`src/rtl/cam_cfg_seq.sv`:
```
// cam_cfg_seq: camera power-up sequencer, sccb_ctrl reset/watchdog and register table source
module cam_cfg_seq #(
  parameter logic [7:0]  SLAVE_ID    = 8'h42,
  parameter int unsigned REG_NUM     = 179,
  parameter int unsigned PWDN_NUM    = 10000,
  parameter int unsigned RST_NUM     = 10000,
  parameter int unsigned SETTLE_NUM  = 10000,
  parameter int unsigned TIMEOUT_NUM = 6000000,
  parameter int unsigned MAX_RETRY   = 3
) (
  input  logic        clk_10MHz,
  input  logic        rst_n,
  input  logic        cfg_restart,
  input  logic [7:0]  reg_order,
  input  logic        config_done,
  output logic [23:0] wire_data,
  output logic        sccb_rst_n,
  output logic        cam_pwdn,
  output logic        cam_rst_n,
  output logic        cfg_ready,
  output logic        cfg_error,
  output logic [1:0]  retry_cnt
);
  typedef enum logic [2:0] {S_PWDN, S_RESET, S_SETTLE, S_CONFIG, S_RETRY, S_DONE, S_ERROR} state_t;
  localparam logic [22:0] PWDN_END    = 23'(PWDN_NUM - 1);
  localparam logic [22:0] RST_END     = 23'(RST_NUM - 1);
  localparam logic [22:0] SETTLE_END  = 23'(SETTLE_NUM - 1);
  localparam logic [22:0] TIMEOUT_END = 23'(TIMEOUT_NUM - 1);
  localparam logic [22:0] RETRY_END   = 23'd15;
  localparam logic [1:0]  MAX_R       = 2'(MAX_RETRY);
  state_t      state, state_d;
  logic [22:0] cnt;
  logic        done_q;
  logic [1:0]  retry_d;
  // Register contents behind each index; index 0 soft-resets the sensor first.
  // Unlisted indices carry the 0xFF/0xF0 delay marker so sccb_ctrl always has REG_NUM writes.
  function automatic logic [15:0] cfg_entry(input logic [7:0] idx);
    case (idx)
      8'd0:  cfg_entry = 16'h1280;
      8'd1:  cfg_entry = 16'h1180;
      8'd2:  cfg_entry = 16'h1214;
      8'd3:  cfg_entry = 16'h0C04;
      8'd4:  cfg_entry = 16'h3E19;
      8'd5:  cfg_entry = 16'h40D0;
      8'd6:  cfg_entry = 16'h8C00;
      8'd7:  cfg_entry = 16'h3A04;
      8'd8:  cfg_entry = 16'h1418;
      8'd9:  cfg_entry = 16'h4FB3;
      8'd10: cfg_entry = 16'h50B3;
      8'd11: cfg_entry = 16'h5100;
      8'd12: cfg_entry = 16'h523D;
      8'd13: cfg_entry = 16'h53A7;
      8'd14: cfg_entry = 16'h54E4;
      8'd15: cfg_entry = 16'h589E;
      8'd16: cfg_entry = 16'h3DC0;
      8'd17: cfg_entry = 16'h1714;
      8'd18: cfg_entry = 16'h1802;
      8'd19: cfg_entry = 16'h3280;
      8'd20: cfg_entry = 16'h1903;
      8'd21: cfg_entry = 16'h1A7B;
      8'd22: cfg_entry = 16'h030A;
      8'd23: cfg_entry = 16'h703A;
      8'd24: cfg_entry = 16'h7135;
      8'd25: cfg_entry = 16'h7211;
      8'd26: cfg_entry = 16'h73F1;
      8'd27: cfg_entry = 16'hA202;
      8'd28: cfg_entry = 16'h1500;
      8'd29: cfg_entry = 16'h13E7;
      8'd30: cfg_entry = 16'h1E07;
      default: cfg_entry = 16'hFFF0;
    endcase
  endfunction
  // Next state and retry bookkeeping; pin levels are decoded from the next state so they change with it.
  always_comb begin
    state_d = state;
    retry_d = retry_cnt;
    case (state)
      S_PWDN:   state_d = (cnt == PWDN_END) ? S_RESET : S_PWDN;
      S_RESET:  state_d = (cnt == RST_END) ? S_SETTLE : S_RESET;
      S_SETTLE: state_d = (cnt == SETTLE_END) ? S_CONFIG : S_SETTLE;
      S_CONFIG: state_d = (cnt == TIMEOUT_END) ? ((retry_cnt == MAX_R) ? S_ERROR : S_RETRY)
                        : (done_q && cnt >= 23'd2) ? S_DONE : S_CONFIG;
      S_RETRY: begin
        state_d = (cnt == RETRY_END) ? S_RESET : S_RETRY;
        retry_d = (cnt == RETRY_END && retry_cnt != MAX_R) ? retry_cnt + 2'd1 : retry_cnt;
      end
      S_DONE, S_ERROR: begin
        state_d = cfg_restart ? S_PWDN : state;
        retry_d = cfg_restart ? 2'd0 : retry_cnt;
      end
      default: state_d = S_PWDN;
    endcase
  end
  // State, counter, registered pins and status flags.
  always_ff @(posedge clk_10MHz or negedge rst_n) begin
    if (!rst_n) begin
      state      <= S_PWDN;
      cnt        <= '0;
      done_q     <= 1'b0;
      retry_cnt  <= '0;
      cam_pwdn   <= 1'b1;
      cam_rst_n  <= 1'b0;
      sccb_rst_n <= 1'b0;
      cfg_ready  <= 1'b0;
      cfg_error  <= 1'b0;
    end else begin
      state      <= state_d;
      cnt        <= (state_d != state) ? '0 : cnt + 23'd1;
      done_q     <= config_done;
      retry_cnt  <= retry_d;
      cam_pwdn   <= state_d == S_PWDN;
      cam_rst_n  <= !(state_d inside {S_PWDN, S_RESET, S_RETRY});
      sccb_rst_n <= state_d inside {S_CONFIG, S_DONE};
      cfg_ready  <= state_d == S_DONE;
      cfg_error  <= state_d == S_ERROR;
    end
  end
  // Table lookup, one cycle behind reg_order, independent of the sequencer state.
  always_ff @(posedge clk_10MHz or negedge rst_n) begin
    if (!rst_n) wire_data <= '0;
    else wire_data <= (32'(reg_order) >= REG_NUM) ? {SLAVE_ID, 16'hFFFF} : {SLAVE_ID, cfg_entry(reg_order)};
  end
endmodule

```
`config.mk`:
```
export PLATFORM = sky130hd
export DESIGN_NAME = cam_cfg_seq
export DESIGN_NICKNAME = d
export VERILOG_FILES = /design/src/rtl/cam_cfg_seq.sv
export SDC_FILE = /design/constraint.sdc
export NUM_CORES = 1
export LEC_CHECK = 0
export ABC_AREA = 1
export BUFFER_PORTS_ARGS = -buffer_cell sky130_fd_sc_hd__buf_4
export CORE_ASPECT_RATIO = 0.8
export CORE_MARGIN = 3
export CORE_UTILIZATION = 58
export DETAILED_ROUTE_END_ITERATION = 10
export GPL_TIMING_DRIVEN = 0
export PLACE_DENSITY = 0.81
export RECOVER_POWER = 25
export SKIP_CTS_REPAIR_TIMING = 1
export SYNTH_ARGS = -nofsm -noshare
export SYNTH_HDL_FRONTEND = slang
export SYNTH_SLANG_ARGS = --single-unit
```
`constraint.sdc`:
```
create_clock -name clk_10MHz -period 2.1 [get_ports clk_10MHz]
set_input_delay 0.315 -clock clk_10MHz [delete_from_list [all_inputs] [get_ports clk_10MHz]]
set_output_delay 0.315 -clock clk_10MHz [all_outputs]
set_load 0.03 [all_outputs]
```
==> results.sh <==
export IMPL_fin_crit_ns=1.89
export IMPL_grt_pass1_wl_mm=13.4
export IMPL_grt_usage_pct=26.4
export IMPL_synth_most_common_cell="nand2_1"
export IMPL_fp_dieArea_mm2=0.00651
export IMPL_setup_viol=0
export IMPL_die_y_um=72.8
export IMPL_h_tree_depth=2
export IMPL_tns_ns=0
export IMPL_fillers=417
export IMPL_leakage_nw=1.75
export IMPL_cp_end_kind="flop"
export IMPL_antenna_cells=0
export IMPL_drtIter0Drc=357
export IMPL_cp_required_ns=2.33
export IMPL_cts_sinks=51
export IMPL_synthDominantCellAreaShare_pct=38.7
export IMPL_synthFlopType="dfrtp_1"
export IMPL_vias=2970
export IMPL_status="finished, final reports clean"
export IMPL_maxCapViolCount=0
export IMPL_grt_remaining_overflow=0
export IMPL_drive_gt1_share_pct=19.7
export IMPL_row_count=23
export IMPL_clockRootBuffer="clkbuf_8"
export IMPL_rsz0062_at_grt="no"
export IMPL_ys_ff_latch=51
export IMPL_nNetsFinal=494
export IMPL_multi_input_area_mm2=0.00170
export IMPL_hold_viol=0
export IMPL_fp_dieW_um=89.5
export IMPL_finalWeightedCongestion=0.959
export IMPL_synth_mux_area_share_pct=0
export IMPL_wirelength_mm=7.90
export IMPL_ys_types=37
export IMPL_synthArstFlopShare_pct=100
export IMPL_ys_seq_area_share_pct=39.5
export IMPL_synth_fa_ha_area_share_pct=4.26
export IMPL_synth_top_family_by_area="simple AND/OR/NAND/NOR gates"
export IMPL_synth_edff_count=0
export IMPL_max_slew_worst_pin_slew_ns=1.22
export IMPL_drc=0
export IMPL_worst_setup_path_start_kind="flop"
export IMPL_p_total_mw=1.98
export IMPL_wl_per_cell_um=14.8
export IMPL_fmax_mhz=529
export IMPL_cp_max_fo=10
export IMPL_syn_area_per_cell_um2=7.64
export IMPL_yosys_area_share_simple_pct=32.5
export IMPL_syn_area_mm2=0.00323
export IMPL_synth_compound_area_share_pct=9.49
export IMPL_r2r_slack_ns=0.21
export IMPL_numCtsBuffers=5
export IMPL_synth_cells=423
export IMPL_cts_tree="built"
export IMPL_areaGrowthSynthToFinish_pct=15.4
export IMPL_dp_final_hpwl_mm=6.02
export IMPL_slew_viol_final=0
export IMPL_clk_pin_slew_ns=0.09
export IMPL_io_buffers=35
export IMPL_fin_crit_sh_pct=90.1
export IMPL_grt_max_degree=52
export IMPL_viasPerCell=5.56
export IMPL_yosysWarnings=0
export IMPL_antenna_left=0
export IMPL_yosysTopAreaCell="dfrtp_1"
export IMPL_holdWs_ns=0.139
export IMPL_antenna_found_initial=0
export IMPL_register_area_mm2=0.00128
export IMPL_synthXorXnorAreaFrac_pct=5.15
export IMPL_powerDensity_mw_per_mm2=530
export IMPL_cts_path_max_buffers=2
export IMPL_drtPass1Iterations=5
export IMPL_ys_top_cells_by_area="dfrtp_1 39%, nand2_1 11%, nor2_1 5.9%"
export IMPL_hp_class="input port to flop"
export IMPL_grt_pass1_vias=2797
export IMPL_clk_insertion_delay_late_ns=0.30
export IMPL_synth_common_cells="95 x nand2_1, 51 x nor2_1, 50 x dfrtp_1"
export IMPL_start_util_pct=62.4
export IMPL_ioPinCount=43
export IMPL_slew_headroom_pct=18.7
export IMPL_crit_arrival_ns=2.13
export IMPL_ir_drop_uv=492
export IMPL_skew_ns=0.00797
export IMPL_coreArea_mm2=0.00518
export IMPL_critPathKind="flop to flop"
[layout by cell type, fill, tap and decap left out, drive strengths merged, types with 4 or more instances in the layout]
cell type,n
a21oi,13
buf,44
clkbuf,14
conb,7
dfrtp,50
ha,11
inv,48
nand2,97
nand3,18
nand4,15
nor2,76
nor3,14
o2111ai,4
o211ai,7
o21ai,21
xor2,17
[cell type report]
type                    instances  share of cell area [%]
flip-flops and latches         51                    34.2
repair buffers                 36                    7.18
well taps                      62                    2.08
inverters                      49                    4.93
multi-input cells             312                    45.7
plain buffers                  16                    2.75
clock buffers                   6                    2.21
clock inverters                 2                   0.939
[critical path, cell delays in order (launching register included)]
cell     delay [ns]
dfrtp_1        0.40
ha_2           0.23
nand3_4        0.13
nor2_4         0.17
nand3_2        0.08
nand2_1        0.06
nand2_1        0.05
nor2_2         0.11
nand2_2        0.10
nand2_2        0.07
nand3_2        0.13
buf_6          0.20
nor2_2         0.09
[stage by stage]
step                instances  setup WS [ns]  instance area, µm²  utilization, %
floorplan                 428          0.374                3250               -
finish                    534          0.209                3730            72.0
global placement          525          0.148                3590            69.3
CTS                       533          0.114                3710            71.6
global route              534         0.0225                3730            72.0
detailed placement        525          0.138                3590            69.3
[kinds of logic after synthesis]
group                    Yosys count
adder cells (fa/ha/maj)           11
AO/OA/AOI/OAI                     51
AND/OR/NAND/NOR                  224
flip-flops                        51
XOR/XNOR                          19
buffers and inverters             65
other                              2
[routing by layer]
metal / part of all wire (%) / up-vias / track usage (%)
met5: 0 / - / 0
met3: 9.2 / 6 / 6.09
met2: 41 / 148 / 37.3
li1: - / 1450 / -
met1: 50 / 1366 / 41.5
met4: 0.57 / 0 / 4.46
[power by group]
| part | leakage [nW] | switching (mW) | internal, mW | total, mW |
|---|---|---|---|---|
| sequential | 0.622 | 0.00534 | 0.998 | 1.00 |
| combinational | 1.07 | 0.193 | 0.0824 | 0.275 |
| clock | 0.0612 | 0.315 | 0.386 | 0.701 |
[registers in the layout (all words and copies together) (netlist names)]
| name | flops |
|---|---|
| wire_data | 17 |
| done_q | 1 |
| cam_pwdn | 1 |
| retry_cnt | 2 |
| cam_rst_n | 1 |
| cfg_error | 1 |
| state | 3 |
| cfg_ready | 1 |
| sccb_rst_n | 1 |
| cnt | 23 |
[path summary, 6_finish.rpt]
check / from / end / depth (start not counted)
setup / recovery: cnt[0]$_DFF_PN0_ / cnt[2]$_DFF_PN0_ / 12
hold / removal: config_done / done_q$_DFF_PN0_ / 1
setup reg to reg: cnt[0]$_DFF_PN0_ / cnt[2]$_DFF_PN0_ / 12
hold reg to reg: cnt[0]$_DFF_PN0_ / cnt[0]$_DFF_PN0_ / 1
max in group asynchronous: rst_n / cnt[2]$_DFF_PN0_ / 1
min in group asynchronous: rst_n / wire_data[5]$_DFF_PN0_ / 1
Power figures use the tool's default switching activity.
